===== src/rtl/pipe_pkg.sv =====
// pipe_pkg: shared definitions for the elastic pipeline stage.
//   pipe_state_e : stage occupancy states (EMPTY / ONE / FULL)
//   PIPE_NOP     : nop payload, truncated/extended to WIDTH as the default bubble
package pipe_pkg;

  typedef enum logic [1:0] {
    PS_EMPTY = 2'd0,
    PS_ONE   = 2'd1,
    PS_FULL  = 2'd2
  } pipe_state_e;

  localparam logic [63:0] PIPE_NOP = 64'h0;

endpackage : pipe_pkg


===== src/rtl/pipe_entry_reg.sv =====
// pipe_entry_reg: one stage entry (valid bit + WIDTH-bit payload).
// Ports:
//   clk, reset_n    : rising-edge clock, synchronous active-low reset
//   load, load_data : capture load_data and mark the entry valid
//   clear           : empty the entry and park the bubble payload (wins over load)
//   valid, data     : registered entry contents
// With neither load nor clear the entry holds.
module pipe_entry_reg
  import pipe_pkg::*;
#(
  parameter int               WIDTH        = 32,
  parameter logic [WIDTH-1:0] BUBBLE_VALUE = WIDTH'(PIPE_NOP)
) (
  input  logic             clk,
  input  logic             reset_n,
  input  logic             load,
  input  logic             clear,
  input  logic [WIDTH-1:0] load_data,
  output logic             valid,
  output logic [WIDTH-1:0] data
);

  logic             valid_d, valid_q;
  logic [WIDTH-1:0] data_d, data_q;

  // Next entry contents: clear beats load, otherwise hold.
  always_comb begin
    valid_d = valid_q;
    data_d  = data_q;
    if (clear) begin
      valid_d = 1'b0;
      data_d  = BUBBLE_VALUE;
    end else if (load) begin
      valid_d = 1'b1;
      data_d  = load_data;
    end else begin
      valid_d = valid_q;
      data_d  = data_q;
    end
  end

  // Entry register with synchronous reset to the empty/bubble state.
  always_ff @(posedge clk) begin
    if (!reset_n) begin
      valid_q <= 1'b0;
      data_q  <= BUBBLE_VALUE;
    end else begin
      valid_q <= valid_d;
      data_q  <= data_d;
    end
  end

  assign valid = valid_q;
  assign data  = data_q;

endmodule : pipe_entry_reg


===== src/rtl/pipe_stage_elastic.sv =====
// pipe_stage_elastic: elastic valid/ready pipeline register carrying an
// opaque WIDTH-bit payload between pipeline stages.
// Build option: PIPE_SKID_EN
//   defined   : head entry M plus skid entry S, in_ready = reset_n & !S.valid
//               (no path from out_ready), occupancy 0..2
//   undefined : head entry M only, in_ready = reset_n & (!M.valid | out_ready)
// Ports:
//   clk, reset_n         : rising-edge clock, synchronous active-low reset
//   flush                : empty all entries; same-cycle input is dropped
//   in_valid/in_ready    : upstream handshake, in_data payload
//   out_valid/out_ready  : downstream handshake, out_data = head payload
//                          (BUBBLE_VALUE when empty)
//   occupancy            : number of entries held
module pipe_stage_elastic
  import pipe_pkg::*;
#(
  parameter int               WIDTH        = 32,
  parameter logic [WIDTH-1:0] BUBBLE_VALUE = WIDTH'(PIPE_NOP)
) (
  input  logic             clk,
  input  logic             reset_n,
  input  logic             flush,
  input  logic             in_valid,
  output logic             in_ready,
  input  logic [WIDTH-1:0] in_data,
  output logic             out_valid,
  input  logic             out_ready,
  output logic [WIDTH-1:0] out_data,
  output logic [1:0]       occupancy
);

  logic             m_valid;
  logic [WIDTH-1:0] m_data;
  logic             m_load;
  logic             m_clear;
  logic [WIDTH-1:0] m_din;
  logic             in_fire;
  logic             out_fire;
  pipe_state_e      cur_state;

  pipe_entry_reg #(
    .WIDTH        (WIDTH),
    .BUBBLE_VALUE (BUBBLE_VALUE)
  ) u_m_entry (
    .clk       (clk),
    .reset_n   (reset_n),
    .load      (m_load),
    .clear     (m_clear),
    .load_data (m_din),
    .valid     (m_valid),
    .data      (m_data)
  );

  assign out_valid = m_valid;
  assign out_data  = m_data;
  assign in_fire   = in_valid & in_ready;
  assign out_fire  = m_valid & out_ready;

`ifdef PIPE_SKID_EN
  logic             s_valid;
  logic [WIDTH-1:0] s_data;
  logic             s_load;
  logic             s_clear;

  pipe_entry_reg #(
    .WIDTH        (WIDTH),
    .BUBBLE_VALUE (BUBBLE_VALUE)
  ) u_s_entry (
    .clk       (clk),
    .reset_n   (reset_n),
    .load      (s_load),
    .clear     (s_clear),
    .load_data (in_data),
    .valid     (s_valid),
    .data      (s_data)
  );

  // Ready depends only on the skid flop, so upstream sees no path from out_ready.
  assign in_ready  = reset_n & ~s_valid;
  assign occupancy = {1'b0, m_valid} + {1'b0, s_valid};

  // Current state decoded from the entry valid flags (S is only ever filled behind M).
  always_comb begin
    if (s_valid) begin
      cur_state = PS_FULL;
    end else if (m_valid) begin
      cur_state = PS_ONE;
    end else begin
      cur_state = PS_EMPTY;
    end
  end

  // Entry control: flush empties both, otherwise advance per state and handshakes.
  always_comb begin
    m_load  = 1'b0;
    m_clear = 1'b0;
    m_din   = in_data;
    s_load  = 1'b0;
    s_clear = 1'b0;
    if (flush) begin
      m_clear = 1'b1;
      s_clear = 1'b1;
    end else begin
      case (cur_state)
        PS_EMPTY: begin
          if (in_fire) begin
            m_load = 1'b1;
          end else begin
            m_load = 1'b0;
          end
        end
        PS_ONE: begin
          if (in_fire && out_fire) begin
            m_load = 1'b1;
          end else if (in_fire) begin
            // Head is stalled: park the new payload in the skid entry.
            s_load = 1'b1;
          end else if (out_fire) begin
            m_clear = 1'b1;
          end else begin
            m_load = 1'b0;
          end
        end
        PS_FULL: begin
          if (out_fire) begin
            // Skid payload moves up to the head; skid goes back to bubble.
            m_load  = 1'b1;
            m_din   = s_data;
            s_clear = 1'b1;
          end else begin
            m_load = 1'b0;
          end
        end
        default: begin
          // Unreachable encoding: drain to a known empty state.
          m_clear = 1'b1;
          s_clear = 1'b1;
        end
      endcase
    end
  end
`else
  // Single entry: a stalled head can be replaced in place when it leaves this cycle.
  assign in_ready  = reset_n & (~m_valid | out_ready);
  assign occupancy = {1'b0, m_valid};

  // Current state decoded from the head valid flag.
  always_comb begin
    if (m_valid) begin
      cur_state = PS_ONE;
    end else begin
      cur_state = PS_EMPTY;
    end
  end

  // Entry control: flush empties the head, otherwise load on input or drain on output.
  always_comb begin
    m_load  = 1'b0;
    m_clear = 1'b0;
    m_din   = in_data;
    if (flush) begin
      m_clear = 1'b1;
    end else begin
      case (cur_state)
        PS_EMPTY: begin
          if (in_fire) begin
            m_load = 1'b1;
          end else begin
            m_load = 1'b0;
          end
        end
        PS_ONE: begin
          if (in_fire) begin
            m_load = 1'b1;
          end else if (out_fire) begin
            m_clear = 1'b1;
          end else begin
            m_load = 1'b0;
          end
        end
        default: begin
          m_clear = 1'b1;
        end
      endcase
    end
  end
`endif

endmodule : pipe_stage_elastic

===== config.mk =====
export PLATFORM = sky130hd
export DESIGN_NAME = pipe_stage_elastic
export DESIGN_NICKNAME = d
export VERILOG_FILES = /design/src/rtl/pipe_pkg.sv /design/src/rtl/pipe_entry_reg.sv /design/src/rtl/pipe_stage_elastic.sv
export SDC_FILE = /design/constraint.sdc
export NUM_CORES = 1
export LEC_CHECK = 0
export ABC_CLOCK_PERIOD_IN_PS = 1000
export BUFFER_PORTS_ARGS = -buffer_cell sky130_fd_sc_hd__buf_2
export CAP_MARGIN = 25
export CORE_ASPECT_RATIO = 0.75
export CORE_MARGIN = 5
export CORE_UTILIZATION = 40
export DETAILED_ROUTE_END_ITERATION = 8
export PLACE_DENSITY = 0.74
export SLEW_MARGIN = 25
export SYNTH_ARGS = -nofsm -noshare
export SYNTH_HDL_FRONTEND = slang
export SYNTH_SLANG_ARGS = --single-unit

===== constraint.sdc =====
create_clock -name clk -period 1 [get_ports clk]
set_input_delay 0.05 -clock clk [delete_from_list [all_inputs] [get_ports clk]]
set_output_delay 0.05 -clock clk [all_outputs]
set_load 0.02 [all_outputs]

* Word level (Yosys, flattened, before mapping)
Index checks and enable logic that the tools add are counted.
** Word-level totals
- Input port bits :: 37
- Register bits after elaboration :: 33
** Cells by class
- Mux-type cells :: 8
- Bitwise operators :: 6
- Reductions and logical operators :: 3
- Equal/unequal tests :: 1
** Operators by type and width (count)
- $mux 1 :: 7
- $reduce_or 2->1 :: 2
- $and 1x1->1 :: 3
- $eq 2x1->1 const B :: 1
- $logic_not 2->1 :: 1
- $not 1->1 :: 2
- $pmux 1 s2 :: 1
- $or 1x1->1 :: 1

* Longest topological paths before layout
- Word-level depth :: 8
- Mapped depth :: 5
- Mapped depth without buffers :: 3

* Hierarchy
Synthesis repeated with hierarchy kept, for this count alone.
** Second synthesis, totals
- Cells, all modules :: 118
- Area total of the unflattened synthesis :: 1286.2 µm²
** Modules (own cells, without submodules)
- pipe_entry_reg :: times used 1, area each 1223.7 µm², cells an instance 108
- pipe_stage_elastic :: times used 1, area each 62.6 µm², cells an instance 10

* Worst setup path after synthesis
Ideal clock, no wire load.
- Path kind :: flip-flop to flip-flop
- From :: register u_m_entry.valid_q (netlist: u_m_entry.valid)
- To :: register u_m_entry.data_q[0] (netlist: u_m_entry.data[0])
- Arrival time :: 1019 ps
- Setup time :: 118 ps
- Buffers on the path :: 1
- Required time :: 882 ps
- Cell stages (with the launch flop) :: 5
- Setup slack :: -137 ps
- Cell sequence :: dfxtp_1 -> nand2_1 -> o21ai_4 -> buf_4 -> a21oi_2
** On the way
- Cells in the longest elaborated chain, start to end :: 8
- Elaborated cells between the ends (all ways) :: 17
** RTL lines
- from (decl) :: RTL line pipe_entry_reg.sv:23 : logic valid_d, valid_q;
- from (signal assigned) :: RTL line pipe_entry_reg.sv:48 : valid_q <= valid_d;
- $not 1->1 :: RTL line pipe_stage_elastic.sv:144 : assign in_ready = reset_n & (~m_valid | out_ready);
- $or 1x1->1 :: RTL line pipe_stage_elastic.sv:144
- $and 1x1->1 :: RTL line pipe_stage_elastic.sv:144
- $and 1x1->1 :: RTL line pipe_stage_elastic.sv:56 : assign in_fire = in_valid & in_ready;
- $mux 1 :: RTL line pipe_stage_elastic.sv:173 : if (in_fire) begin
- $pmux 1 s2 :: RTL line pipe_stage_elastic.sv:164 : case (cur_state)
- $mux 1 :: RTL line pipe_stage_elastic.sv:161 : if (flush) begin
- $reduce_or 2->1 (no source line)
- to (signal assigned) :: RTL line pipe_entry_reg.sv:49 : data_q <= data_d;
- to (decl) :: RTL line pipe_entry_reg.sv:24 : logic [WIDTH-1:0] data_d, data_q;
Several ways; a longest one is shown, not always the timed one.
A chain may end at the register's enable or synchronous reset.

* Worst setup path after layout
- From :: register u_m_entry.valid_q (netlist: u_m_entry.valid)
- To :: register u_m_entry.data_q[6] (netlist: u_m_entry.data[6])
The elaborated chain is that of the path after synthesis.

==> results.py <==
metrics = {
    "sta": {
        "setup_viol": 35,
        "drv_slew": 0,
        "min_period_ns": 1.149,
        "rsz0062_at_grt": "true",
        "setup_tns_ns": -4.426,
        "fin_crit_sh": 1.149,
        "fmax_mhz": 870.2,
        "fin_skew_ns": 0.005391,
        "hold_viol": 0,
        "final.setup.worst_slack_ns": -0.1492,
    },
    "power_and_ir_drop": {
        "cellPowerDensity_nw_per_um2": 1261,
        "pwr-share-seq": 0.468,
        "p_sw_frac": 0.2714,
        "peakVddDrop_mv": 0.7113,
        "p_switching_uw": 804.8,
        "p_leak_nw": 0.9728,
        "clockPowerShare": 0.341,
        "internal-power_mw": 2.160,
        "comb_power_share": 0.191,
    },
    "critical_path": {
        "worst_path_max_delay_cell": "dfxtp_4",
        "start_kind": "flop",
        "worst_ep_required_time_ns": 1.18,
        "crit_path_max_incr_delay_ns": 0.36,
        "cp_cell_sequence": "buf_6 > and2b_4 > clkbuf_16 > o21ai_2 > a21oi_2",
        "critPathKind": "reg -> reg",
        "arrival_ns": 1.33,
        "critPathMaxFanout": 6,
        "critPathBufInv": 2,
        "path_delay_family": "flip-flops",
        "worst_setup_path_end_kind": "flop",
    },
    "logic_synthesis": {
        "synth_area_leader_cell": "dfxtp_1",
        "yosysUniqueCellTypes": 20,
        "synthTopCellsByArea": "dfxtp_1 (41%), a21oi_2 (16%), o21ai_2 (16%), nand3_1 (9.8%), buf_12 (3.7%)",
        "synth_most_common_cell": "dfxtp_1",
        "yosys_warnings": 0,
        "synth_common_cells": "dfxtp_1 (33), nand3_1 (32), a21oi_2 (30), o21ai_2 (30), buf_4 (8)",
        "yosys_register_bits": 33,
        "ys_seq_area_frac": 0.4052,
        "ys_async_sr_fraction": 0,
        "synth_edf_count": 0,
        "synth_nets": 194,
        "synth-main-ff-cell": "dfxtp_1",
        "syn-cell-area_um2": 1630,
        "postSynthAreaPerCell_um2": 10.38,
        "synth_cells": 157,
        "synth.top_cell.area_share": 0.4052,
    },
    "floorplanning": {
        "die_w_um": 83.72,
        "initial_utilization": 0.4072,
        "row_count": 20,
        "io_pins": 73,
        "fp.dieArea_um2": 5466,
        "fp.dieH_um": 65.29,
        "coreArea_um2": 4004,
    },
    "detailed_routing": {
        "drtIter0Drc": 61,
        "viasPerCell": 4.956,
        "vias": 1457,
        "avgRoutedWirePerCell_um": 15.05,
        "drc_errors": 0,
        "ant_nets": 0,
        "drt_pass1_iterations": 4,
        "wirelength_mm": 4.425,
    },
    "layout": {
        "area_delta_synth_final_pct": 44.21,
        "layout.nets": 276,
        "instances_no_fill": 294,
        "diodes": 0,
        "drive_gt1_frac": 0.6987,
    },
    "clock_network": {
        "cts_tree": "yes",
        "h-tree-depth": 2,
        "clkSlewWorstSetupHoldPaths_ns": 0.07,
        "cts_buffer_depth": 2,
        "clk_latency_ns": 0.28,
        "cts_buffers": 5,
        "clkSinkCount": 33,
        "root_buffer": "clkbuf_8",
    },
    "placement": {
        "routabilityCongestion": 0.7593,
        "io_buffers": 71,
        "hpwlAfterDp_mm": 2.906,
        "dp.cells": 275,
    },
    "global_routing": {
        "grt_usage": 0.1500,
        "grt_pass1_vias": 1408,
        "grt_pass1_wl_mm": 6.534,
        "grt_overflow_total": 0,
        "grt_max_degree": 19,
        "antenna_found_initial": 0,
    },
    "outcome": {
        "violations": "setup timing",
        "status": "finished, violations left",
    },
    "flow_run": {
        "cap_violations": 0,
    },
    "worst_hold_path": {
        "hp-class": "in -> reg",
    },
}
## per-stage QoR
| step | area [um^2] | total power, mW | hold WS (ns) | utilization | setup slack (ns) |
|---|---|---|---|---|---|
| after detailed placement | 2032 | 1.895 | 0.3144 | 0.5075 | -0.01827 |
| final | 2351 | 2.965 | 0.01250 | 0.5872 | -0.1492 |
| after global routing | 2351 | 3.093 | 0.007240 | 0.5872 | -0.1837 |
| after CTS | 2165 | 2.916 | 0.01194 | 0.5406 | -0.1503 |
| after global placement | 2032 | 1.890 | 0.3068 | 0.5075 | 0.001274 |
| after floorplan | 1645 | 1.737 | 0.1977 | - | 0.01175 |
## worst reg2reg max path: stages (launching register included)
cell and delay, ns:
dfxtp_4 0.36, buf_6 0.11, and2b_4 0.20, clkbuf_16 0.17
o21ai_2 0.13, a21oi_2 0.07
## state kept, by name, indices dropped and copies added, names as in the netlist
signal / count
u_m_entry.data: 32
u_m_entry.valid: 1
## power groups by stage
stage | sequential (mW) | clock [mW] | combinational, mW
3_5_place_dp | 1.41 | 0 | 0.480
5_1_grt | 1.39 | 1.10 | 0.606
3_3_place_gp | 1.41 | 0 | 0.476
6_report | 1.39 | 1.01 | 0.566
2_1_floorplan | 1.47 | 0 | 0.272
4_1_cts | 1.39 | 1.03 | 0.498
## layer usage
layer / global-route usage / up-vias / wire length (um)
li1: - / 718 / -
met4: 0.05020 / 0 / 35
met5: 0 / - / 0
met3: 0.05890 / 5 / 334
met2: 0.2282 / 48 / 2001
met1: 0.1949 / 686 / 2054
## worst paths after layout
kind	startpoint	to	slack [ns]	cells after the start
max	u_m_entry.valid$_SDFFE_PP0P_	u_m_entry.data[6]$_SDFFE_PP0P_	-0.15	5
min	in_data[20]	u_m_entry.data[20]$_SDFFE_PP0P_	0.01	3
max reg2reg	u_m_entry.valid$_SDFFE_PP0P_	u_m_entry.data[6]$_SDFFE_PP0P_	-0.15	5
min reg2reg	u_m_entry.data[28]$_SDFFE_PP0P_	u_m_entry.data[28]$_SDFFE_PP0P_	0.46	2
## cell usage in the layout, fill, tap and decap left out, drive strengths merged
master,count
buf,91
dfxtp,33
o21ai,33
nand3,32
a21oi,32
clkbuf,10
and2b,2
nand2b,1
and2,1
inv,1
nand2,1
a21boi,1
conb,1
## kinds of logic (layout without fill, tap and decap cells)
group | after synthesis | count (layout) | synth area share
AO/OA/AOI/OAI | 66 | 66 | 0.3492
buffers and inverters | 20 | 102 | 0.1243
flip-flops | 33 | 33 | 0.4052
other | 1 | 1 | 0.002300
AND/OR/NAND/NOR | 37 | 37 | 0.1190
## area by class of cell
cell class,instances,area [um^2]
flip-flops and latches,33,664.4
fillers,359,1653
inverters,1,6.256
multi-input cells,104,825.8
repair buffers,94,699.4
well taps,55,68.82
clock buffers,7,86.33
## what timing repair did
action,CTS,global route
hold buffers,0,0
endpoints found under the setup margin,26,35
pin swaps,0,1
gates resized for setup,5,11
gates cloned,0,5
setup buffers,3,4
Note: power is estimated with default switching activity, not from simulation.
